--- src/rtl/gray_counter_param_pkg.sv ---
// Shared constants and types for the parametrised Gray counter.
package gray_counter_param_pkg;

    // Direction encodings for the dir input.
    localparam logic DIR_UP   = 1'b1;
    localparam logic DIR_DOWN = 1'b0;

    // End-of-range behaviour selected by the SATURATE parameter.
    localparam int MODE_WRAP = 0;
    localparam int MODE_SAT  = 1;

    // Winning action for one clock edge, after priority resolution
    // (reset is handled separately because it overrides everything).
    typedef enum logic [1:0] {
        ACT_HOLD  = 2'd0,
        ACT_COUNT = 2'd1,
        ACT_LOAD  = 2'd2,
        ACT_CLEAR = 2'd3
    } action_t;

endpackage

--- src/rtl/gray_counter_param_gray_to_bin.sv ---
// Combinational Gray-to-binary decode: each binary bit is the XOR of
// every Gray bit at or above it.
module gray_to_bin #(
    parameter int WIDTH = 3
) (
    input  logic [WIDTH-1:0] g,
    output logic [WIDTH-1:0] b
);

    genvar gi;
    generate
        for (gi = 0; gi < WIDTH; gi++) begin : g_prefix_xor
            assign b[gi] = ^g[WIDTH-1:gi];
        end
    endgenerate

endmodule

--- src/rtl/gray_counter_param.sv ---
// Up/down Gray counter with load, clear, wrap/saturate mode, sticky
// overflow/underflow flags and a one-cycle terminal-count pulse.
module gray_counter_param
    import gray_counter_param_pkg::*;
#(
    parameter int WIDTH    = 3,
    parameter int SATURATE = MODE_WRAP,
    parameter int INIT     = 0
) (
    input  logic             clk,
    input  logic             reset_n,
    input  logic             en,
    input  logic             dir,
    input  logic             clear,
    input  logic             load,
    input  logic [WIDTH-1:0] load_gray,
    output logic [WIDTH-1:0] gray_count,
    output logic [WIDTH-1:0] bin_count,
    output logic             overflow,
    output logic             underflow,
    output logic             tc
);

    localparam logic [WIDTH-1:0] MAX_B  = '1;
    localparam logic [WIDTH-1:0] ONE_B  = WIDTH'(1);
    localparam logic [WIDTH-1:0] INIT_B = WIDTH'(INIT);

    logic [WIDTH-1:0] bin_reg, bin_next;
    logic [WIDTH-1:0] gray_reg;
    logic             ovf_reg, ovf_next;
    logic             udf_reg, udf_next;
    logic             tc_reg, tc_next;
    logic [WIDTH-1:0] load_bin;
    action_t          act;

    gray_to_bin #(.WIDTH(WIDTH)) u_load_decode (
        .g (load_gray),
        .b (load_bin)
    );

    // Resolve the per-edge priority: clear beats load beats count.
    always_comb begin
        act = ACT_HOLD;
        if (clear)
            act = ACT_CLEAR;
        else if (load)
            act = ACT_LOAD;
        else if (en)
            act = ACT_COUNT;
    end

    // Next binary state, sticky flags and terminal-count pulse.
    always_comb begin
        bin_next = bin_reg;
        ovf_next = ovf_reg;
        udf_next = udf_reg;
        tc_next  = 1'b0;
        case (act)
            ACT_CLEAR: begin
                bin_next = '0;
                ovf_next = 1'b0;
                udf_next = 1'b0;
            end
            ACT_LOAD: begin
                bin_next = load_bin;
            end
            ACT_COUNT: begin
                if (dir == DIR_UP) begin
                    if (bin_reg == MAX_B) begin
                        ovf_next = 1'b1;
                        tc_next  = 1'b1;
                        if (SATURATE == MODE_WRAP)
                            bin_next = '0;
                    end else begin
                        bin_next = bin_reg + ONE_B;
                    end
                end else begin
                    if (bin_reg == '0) begin
                        udf_next = 1'b1;
                        tc_next  = 1'b1;
                        if (SATURATE == MODE_WRAP)
                            bin_next = MAX_B;
                    end else begin
                        bin_next = bin_reg - ONE_B;
                    end
                end
            end
            default: begin
                bin_next = bin_reg;
            end
        endcase
    end

    // State registers; the Gray output is registered from the next binary
    // value so it changes on the same edge as bin_count.
    always_ff @(posedge clk) begin
        if (!reset_n) begin
            bin_reg  <= INIT_B;
            gray_reg <= INIT_B ^ (INIT_B >> 1);
            ovf_reg  <= 1'b0;
            udf_reg  <= 1'b0;
            tc_reg   <= 1'b0;
        end else begin
            bin_reg  <= bin_next;
            gray_reg <= bin_next ^ (bin_next >> 1);
            ovf_reg  <= ovf_next;
            udf_reg  <= udf_next;
            tc_reg   <= tc_next;
        end
    end

    assign gray_count = gray_reg;
    assign bin_count  = bin_reg;
    assign overflow   = ovf_reg;
    assign underflow  = udf_reg;
    assign tc         = tc_reg;

endmodule

--- config.mk ---
export PLATFORM = sky130hd
export DESIGN_NAME = gray_counter_param
export DESIGN_NICKNAME = d
export VERILOG_FILES = /design/src/rtl/gray_counter_param_pkg.sv /design/src/rtl/gray_counter_param_gray_to_bin.sv /design/src/rtl/gray_counter_param.sv
export SDC_FILE = /design/constraint.sdc
export NUM_CORES = 1
export LEC_CHECK = 0
export CAP_MARGIN = 20
export CORE_AREA = 2 2 39 41
export CTS_CLUSTER_DIAMETER = 40
export DETAILED_ROUTE_END_ITERATION = 7
export DIE_AREA = 0 0 41 43
export GPL_ROUTABILITY_DRIVEN = 0
export GPL_TIMING_DRIVEN = 1
export PLACE_DENSITY = 0.76
export SYNTH_ARGS = -nofsm -noshare
export SYNTH_HDL_FRONTEND = slang
export SYNTH_SLANG_ARGS = --single-unit
export TNS_END_PERCENT = 30
--- constraint.sdc ---
create_clock -name clk -period 2.8 [get_ports clk]
set_clock_uncertainty 0.15 [all_clocks]
set_input_delay 0.28 -clock clk [delete_from_list [all_inputs] [get_ports clk]]
set_output_delay 0.28 -clock clk [all_outputs]
set_load 0.1 [all_outputs]
==> impl_metrics.ini, run 1 <==
[sta]
fmax_mhz = 473.7
rsz0062_at_grt = no
worst_hold_slack_ns = 0.3350
maxSlewHeadroom = 0.7697
slew_violations = 0
fin_tns_setup_ns = 0
hold_viol_final = 0
worstMarginPinSlew_ns = 0.3406
fin_crit_ns = 2.111
fin_crit_sh = 0.7540
setup_viol = 0

[synth]
syn_inst = 57
syn_nets = 70
async_flop_share = 0
postSynthAreaPerCell_um2 = 8.736
synth-seq-cells = 8
yosysTopAreaCellShare = 0.3216
synth_area_leaders = dfxtp_1, ha_1, nor2_1, nand2b_1, xnor3_1
yosysWarnings = 0
synth_common_cells = dfxtp_1, nor2_1, ha_1, inv_1, nand2b_1
synth_edf_count = 0
yosysTopAreaCell = dfxtp_1
yosysMostFrequentCell = dfxtp_1
synth.yosys.seq_area_share = 0.3216
synth_cell_types = 26
synth_ff_type = dfxtp_1
synth_area_um2 = 498.0

[route]
vias = 464
drt_wl_total_mm = 1.079
vias_per_cell = 5.043
ant_nets = 0
routedWlPerCell_um = 11.73
firstDrtPassIters = 4
drt_iter0_drc = 8
drc_errors = 0

[final_layout]
fin_area_um2 = 680.7
largest_register_ffs = 3
num-nets-final = 91
layout-drive-gt1-share = 0.1842
final_util = 0.4919
num-fill-cells = 142
antenna_cells = 0
syn2layout_area_growth_pct = 36.68

[min_path]
holdPathEnd = underflow$_SDFFE_PN0P_
whs_path_depth = 2
hold_path_class = reg -> reg
hp-start = underflow$_SDFFE_PN0P_

[pwr]
finalPower_mw = 0.3388
p_per_area_nw_per_um2 = 497.8
ir_worst_vdd_mv = 0.1871
p_leak_nw = 0.2958

[worst_setup_path]
start_kind = register
cp_max_fo = 5
cp_cell_sequence = inv_1 > ha_1 > or3b_4 > a2111oi_2 > o22ai_1 > nor3_1 > a21o_1
end_kind = register
worstPathArrival_ns = 2.16
critical_path_class = reg -> reg
slowest_delay_ns = 0.40
regToRegSetupSlack_ns = 0.69
r2r-start = bin_count[0]$_SDFF_PN0_
reg2reg_to = gray_count[0]$_SDFF_PN0_
cp.required_ns = 2.85
r2r_cells = 7
worst_path_max_delay_cell = or3b_4

[placement]
dp_hpwl_um = 892.7
dpl_cell_area_um2 = 658.1
io_buffers = 17

[clock_tree]
cts_sinks = 8
cts_setup_buffers = 0
clkLatencyLatePin_ns = 0.24
tritoncts = built
postCtsHoldBufs = 0
cts-root-buf = clkbuf_4
h-tree-depth = 1
path_clk_slew_ns = 0.05
cts_resized = 0
cts_buffers = 3
clockBufferDepth = 2

[run]
cap_violations = 0

[die]
pin_count = 18
start_util = 0.3599
coreArea_um2 = 1384
die-area_um2 = 1763
die_x_um = 41
rows = 14
die_h_um = 43

[grt]
met3_usage = 0.03141
grt_pass1_vias = 422
busiest_layer = met2
met2_usage = 0.2313
grt_pass1_wl_mm = 1.635
grt_max_degree = 9
track_usage = 0.1357
grt-ovfl-total = 0
met1_usage = 0.1581
antenna_found_initial = 0

[outcome]
status = complete, no violations
## report_power, final
part           leakage (nW)  internal [mW]  switching (mW)
sequential           0.0655          0.121         0.00575
combinational         0.217         0.0417          0.0858
clock                0.0138         0.0488          0.0360
total                 0.296          0.211           0.128
## cells by family after synthesis
family / synth area share
and+or+nand+nor: 0.2764
buffers and inverters: 0.04522
AOI/OAI and AO/OA: 0.1935
adders and majority gates: 0.1005
xor gates and xnor gates: 0.06281
DFF: 0.3216
## layout make-up
cell class | instances | area, um^2 | area share
clock buffers | 3 | 22.52 | 0.03309
multi-input cells | 44 | 315.3 | 0.4632
well taps | 16 | 20.02 | 0.02941
repair buffers | 17 | 147.6 | 0.2169
flip-flops and latches | 8 | 160.2 | 0.2353
inverters | 4 | 15.01 | 0.02206
## critical path, delay by kind of cell, from the launching register on
| kind | cells | cell delay (ns) |
|---|---|---|
| buf+inv | 1 | 0.10 |
| simple gates | 2 | 0.63 |
| fa+ha+maj | 1 | 0.18 |
| flops | 1 | 0.36 |
| compound gates | 3 | 0.63 |
## through the flow
| step | setup WS (ns) | std cells |
|---|---|---|
| after global routing | 0.5710 | 92 |
| final | 0.6888 | 92 |
| after detailed placement | 0.5085 | 89 |
| after global placement | 0.5326 | 89 |
| after floorplan | 0.1776 | 57 |
| after CTS | 0.6823 | 92 |
## placed cells by master, fill, tap and decap left out, types with 2 or more instances in the layout
master           instances
clkbuf_4                 3
inv_1                    4
nor3_1                   2
nor2_1                   7
o21ai_0                  2
a211oi_1                 2
nand2b_1                 4
nand2_1                  3
or3_1                    3
a21oi_1                  2
buf_4                    9
dfxtp_1                  8
clkdlybuf4s50_1          8
and2_1                   2
ha_1                     4
## how the worst max path moves through the flow
stage	from	end	slack, ns	cells after the start
floorplan	bin_count[0]$_SDFF_PN0_	gray_count[1]$_SDFF_PN0_	0.18	7
global placement	dir	gray_count[0]$_SDFF_PN0_	0.53	6
detailed placement	dir	gray_count[0]$_SDFF_PN0_	0.51	6
CTS	bin_count[0]$_SDFF_PN0_	gray_count[0]$_SDFF_PN0_	0.68	7
global route	bin_count[0]$_SDFF_PN0_	gray_count[1]$_SDFF_PN0_	0.57	7
finish	bin_count[0]$_SDFF_PN0_	gray_count[0]$_SDFF_PN0_	0.69	7
## per-layer routing
| layer | vias to the layer above | part of all wire |
|---|---|---|
| li1 | 241 | - |
| met5 | - | 0 |
| met2 | 11 | 0.51 |
| met4 | 0 | 0 |
| met1 | 212 | 0.43 |
| met3 | 0 | 0.054 |
Power figures use the tool's default switching activity.
==> run 2: changes to the inputs <==
--- a/config.mk
+++ b/config.mk
@@ -6,13 +6,12 @@
 export NUM_CORES = 1
 export LEC_CHECK = 0
 export CAP_MARGIN = 20
-export CORE_AREA = 2 2 39 41
+export CORE_UTILIZATION = 37
 export CTS_CLUSTER_DIAMETER = 40
 export DETAILED_ROUTE_END_ITERATION = 7
-export DIE_AREA = 0 0 41 43
 export GPL_ROUTABILITY_DRIVEN = 0
 export GPL_TIMING_DRIVEN = 1
-export PLACE_DENSITY = 0.76
+export PLACE_DENSITY = 0.78
 export SYNTH_ARGS = -nofsm -noshare
 export SYNTH_HDL_FRONTEND = slang
 export SYNTH_SLANG_ARGS = --single-unit
==> constraint.sdc (replaced) <==
create_clock -name clk -period 1.8 [get_ports clk]
set_clock_uncertainty 0.15 [all_clocks]
set_input_delay 0.18 -clock clk [delete_from_list [all_inputs] [get_ports clk]]
set_output_delay 0.18 -clock clk [all_outputs]
set_load 0.1 [all_outputs]
==> impl_metrics.ini, run 2 (synthesis results as in run 1) <==
[outcome]
status = finished with violations
violations = setup timing

[pwr]
p_leak_nw = 0.3949
p_per_area_nw_per_um2 = 672.1
finalPower_mw = 0.6526
ir_worst_vdd_mv = 0.5814

[route]
vias_per_cell = 5.490
met3WireLength_um = 103
top_layer = met4
m1WireLength_um = 613
wl_met2_um = 796
routedWlPerCell_um = 15.44
drt_wl_total_mm = 1.606
drc_errors = 0
drt_iter0_drc = 20
firstDrtPassIters = 4
ant_nets = 0
vias = 571

[die]
coreArea_um2 = 1171
start_util = 0.4252
die_x_um = 38.69
pin_count = 18
rows = 12
die-area_um2 = 1497
die_h_um = 38.69

[min_path]
hold_path_class = reg -> reg

[final_layout]
final_cells = 104
layout-drive-gt1-share = 0.4444
fin_area_um2 = 970.9
syn2layout_area_growth_pct = 94.97
antenna_cells = 0
mostFrequentLayoutCell = buf_4
num-nets-final = 104
final_cell_mix = buf_4, clkdlybuf4s50_1, buf_12
final_util = 0.8291
largest_register_ffs = 3

[clock_tree]
postCtsHoldBufs = 0
cts_buffers = 3
path_clk_slew_ns = 0.08
clockBufferDepth = 2
h-tree-depth = 1
cts-root-buf = clkbuf_4
cts_sinks = 8
tritoncts = built
clkLatencyLatePin_ns = 0.28

[placement]
dp_hpwl_mm = 1.128
pre_cts_ws_ns = -0.2610
dpl_cell_area_um2 = 889.6
dp_cells = 98
io_buffers = 17

[sta]
hold_viol_final = 0
fmax_mhz = 511.0
worstMarginPinSlew_ns = 0.3136
slew_violations = 0
maxSlewHeadroom = 0.7903
setup_viol = 2
fin_crit_sh = 1.087
fin_crit_ns = 1.957
layout_setup_ws_ns = -0.1570
rsz0062_at_grt = yes

[grt]
grt_pass1_vias = 586
track_usage = 0.2557
grt_max_degree = 8
grt-ovfl-total = 0
grt_pass1_wl_mm = 2.470
antenna_found_initial = 0

[worst_setup_path]
end_kind = register
cp.required_ns = 1.80
worstPathArrival_ns = 1.96
critical_path_class = reg -> reg
cp_max_fo = 3
start_kind = register

[run]
cap_violations = 0
[run 2: repair_timing]
action / CTS / global route
endpoints found under the setup margin: 3 / 3
gates cloned: 0 / 0
pin swaps: 5 / 0
resized for setup: 6 / 1
buffers inserted: 2 / 0
[run 2: report_power, final]
part           switching (mW)  internal, mW
clock                  0.0797        0.0855
sequential             0.0139         0.187
combinational           0.160         0.127
[run 2: cell type report]
class	instances	area [um^2]
Clock buffer	4	26.28
Fill cell	69	200.2
Inverter	4	17.52
Multi-Input combinational cell	44	392.9
Sequential cell	8	171.4
Tap cell	14	17.52
Timing Repair Buffer	30	345.3
[run 2: stage by stage]
step,TNS [ns],hold slack [ns]
2_1_floorplan,-0.4904,0.1737
3_3_place_gp,-0.6508,0.3616
3_5_place_dp,-0.6969,0.3645
4_1_cts,-0.1224,0.3746
5_1_grt,-0.3803,0.3875
6_report,-0.2990,0.3720
[run 2: critical path, cell delays in order, from the launching register on]
cell and delay (ns):
dfxtp_4 0.37, ha_4 0.16, ha_4 0.15, nand3b_1 0.17, a211oi_1 0.27, o32a_1 0.24, buf_4 0.13, nor3_2 0.03
a21o_1 0.15
[run 2: worst paths after layout]
check | start | end | slack (ns) | cells past startpoint
hold reg to reg | underflow$_SDFFE_PN0P_ | underflow$_SDFFE_PN0P_ | 0.37 | 2
setup / recovery | bin_count[0]$_SDFF_PN0_ | gray_count[0]$_SDFF_PN0_ | -0.16 | 8
setup reg to reg | bin_count[0]$_SDFF_PN0_ | gray_count[0]$_SDFF_PN0_ | -0.16 | 8
hold / removal | underflow$_SDFFE_PN0P_ | underflow$_SDFFE_PN0P_ | 0.37 | 2
[run 2: routing by layer]
metal | global-route usage | up-vias
met4 | 0.2155 | 0
met1 | 0.2674 | 258
li1 | - | 271
met2 | 0.4042 | 31
met3 | 0.08671 | 11
met5 | 0 | -
==> run 3: changes to the inputs <==
--- a/config.mk
+++ b/config.mk
@@ -5,7 +5,6 @@
 export SDC_FILE = /design/constraint.sdc
 export NUM_CORES = 1
 export LEC_CHECK = 0
-export CAP_MARGIN = 20
 export CORE_UTILIZATION = 37
 export CTS_CLUSTER_DIAMETER = 40
 export DETAILED_ROUTE_END_ITERATION = 7
==> constraint.sdc (replaced) <==
create_clock -name clk -period 1.8 [get_ports clk]
set_clock_uncertainty 0.15 [all_clocks]
set_input_delay 0.36 -clock clk [delete_from_list [all_inputs] [get_ports clk]]
set_output_delay 0.36 -clock clk [all_outputs]
set_load 0.1 [all_outputs]
==> impl_metrics.ini, run 3 (synthesis results as in run 1) <==
[final_layout]
final_cells = 102
largest_register_ffs = 3
final_cell_mix = buf_4, buf_12, nor2_1
final_util = 0.8141
syn2layout_area_growth_pct = 91.46
antenna_cells = 0
layout-drive-gt1-share = 0.4091
num-nets-final = 102
mostFrequentLayoutCell = buf_4

[clock_tree]
clkLatencyLatePin_ns = 0.26
cts-root-buf = clkbuf_4
postCtsHoldBufs = 0
h-tree-depth = 1
tritoncts = built
path_clk_slew_ns = 0.06
cts_buffers = 3
cts_sinks = 8
clockBufferDepth = 2

[pwr]
clockPowerShare = 0.243
ir_worst_vdd_mv = 0.5143
p_seq_frac = 0.323
switching_share = 0.3750
p_per_area_nw_per_um2 = 655.0
p_leak_nw = 0.3950
netSwitchingPower_mw = 0.2342
p_comb_frac = 0.434
p_int_mw = 0.3903
finalPower_mw = 0.6245

[sta]
setup_viol = 2
rsz0062_at_grt = yes
hold_viol_final = 0
fin_crit_ns = 1.895
fin_crit_sh = 1.053
worstMarginPinSlew_ns = 0.3736
slew_violations = 0
layout_setup_ws_ns = -0.09499
maxSlewHeadroom = 0.7474
fmax_mhz = 527.7

[worst_setup_path]
critical_path_class = reg -> reg
crit_buf_inv = 1
cp_cell_sequence = inv_4 > ha_4 > or3b_4 > a2111oi_4 > o22ai_2 > nor3_2 > a21o_1
cp_max_fo = 4
slowest_delay_ns = 0.40
start_kind = register
end_kind = register
worst_path_max_delay_cell = or3b_4
crit_family = compound AO/OA/AOI/OAI gates
worstPathArrival_ns = 1.96
cp.required_ns = 1.86

[die]
pin_count = 18
die_h_um = 38.69
die-area_um2 = 1497
rows = 12
die_x_um = 38.69
start_util = 0.4252
coreArea_um2 = 1171

[placement]
pre_cts_ws_ns = -0.5657
dp_cells = 97
dp_hpwl_mm = 1.065
io_buffers = 17

[outcome]
status = finished with violations
violations = setup timing

[grt]
grt_pass1_vias = 504
antenna_found_initial = 0
track_usage = 0.2362
grt_max_degree = 8
grt_pass1_wl_mm = 2.228
grt-ovfl-total = 0

[route]
routedWlPerCell_um = 13.86
drt_iter0_drc = 12
ant_nets = 0
drc_errors = 0
vias_per_cell = 5.324
vias = 543
drt_wl_total_mm = 1.414
firstDrtPassIters = 4

[min_path]
hold_path_class = reg -> reg

[run]
cap_violations = 0
==> run 3: cell count changes in the layout (fill, tap and decap cells not counted), sizes merged <==
cell,delta
buf,-2
clkdlybuf4s50,-6
dlygate4sd2,+6
==> run 3: per-stage QoR <==
step	TNS, ns	hold WS [ns]	area, um^2
6_report	-0.1689	0.3787	953.4
5_1_grt	-0.3724	0.3963	953.4
4_1_cts	-0.1512	0.3814	953.4
3_5_place_dp	-2.010	0.3738	894.6
3_3_place_gp	-1.690	0.3623	894.6
2_1_floorplan	-0.4904	0.3537	549.3
==> run 3: layout make-up <==
class                           count  area, um^2
Clock buffer                        4       26.28
Fill cell                          63       217.7
Inverter                            4       20.02
Multi-Input combinational cell     44       382.9
Sequential cell                     8       171.4
Tap cell                           14       17.52
Timing Repair Buffer               28       335.3
==> run 3: path summary, 6_finish.rpt <==
check                          startpoint                  endpoint  slack, ns  cells past startpoint
hold reg to reg    underflow$_SDFFE_PN0P_    underflow$_SDFFE_PN0P_       0.38                      2
hold / removal     underflow$_SDFFE_PN0P_    underflow$_SDFFE_PN0P_       0.38                      2
setup / recovery  bin_count[0]$_SDFF_PN0_  gray_count[0]$_SDFF_PN0_      -0.09                      7
setup reg to reg  bin_count[0]$_SDFF_PN0_  gray_count[0]$_SDFF_PN0_      -0.09                      7
==> run 3: power groups by stage <==
stage	Sequential [mW]	Clock (mW)	Combinational [mW]
after floorplan	0.276	0	0.0748
after global placement	0.205	0	0.256
after detailed placement	0.205	0	0.261
after CTS	0.202	0.157	0.270
after global routing	0.203	0.164	0.285
final	0.201	0.152	0.271
==> run 3: metal layers <==
layer,share of wire,vias to the layer above,routed length (um),GRT usage
met1,0.41,252,581,0.2772
met3,0.046,5,65,0.03468
met4,0.025,0,36,0.1552
li1,-,266,-,-
met5,0,-,0,0
met2,0.52,20,731,0.3917
==> run 3: worst register-to-register path, delay by kind of cell, from the launching register on <==
| family | cells | cell delay (ns) |
|---|---|---|
| compound gates | 3 | 0.58 |
| fa+ha+maj | 1 | 0.14 |
| simple gates | 2 | 0.55 |
| buf+inv | 1 | 0.07 |
| flops | 1 | 0.37 |
==> run 3: repair_timing <==
item | in CTS | in global routing
pin swaps | 5 | 0
gates resized for setup | 11 | 1
endpoints found under the setup margin | 4 | 3
buffers inserted | 1 | 0
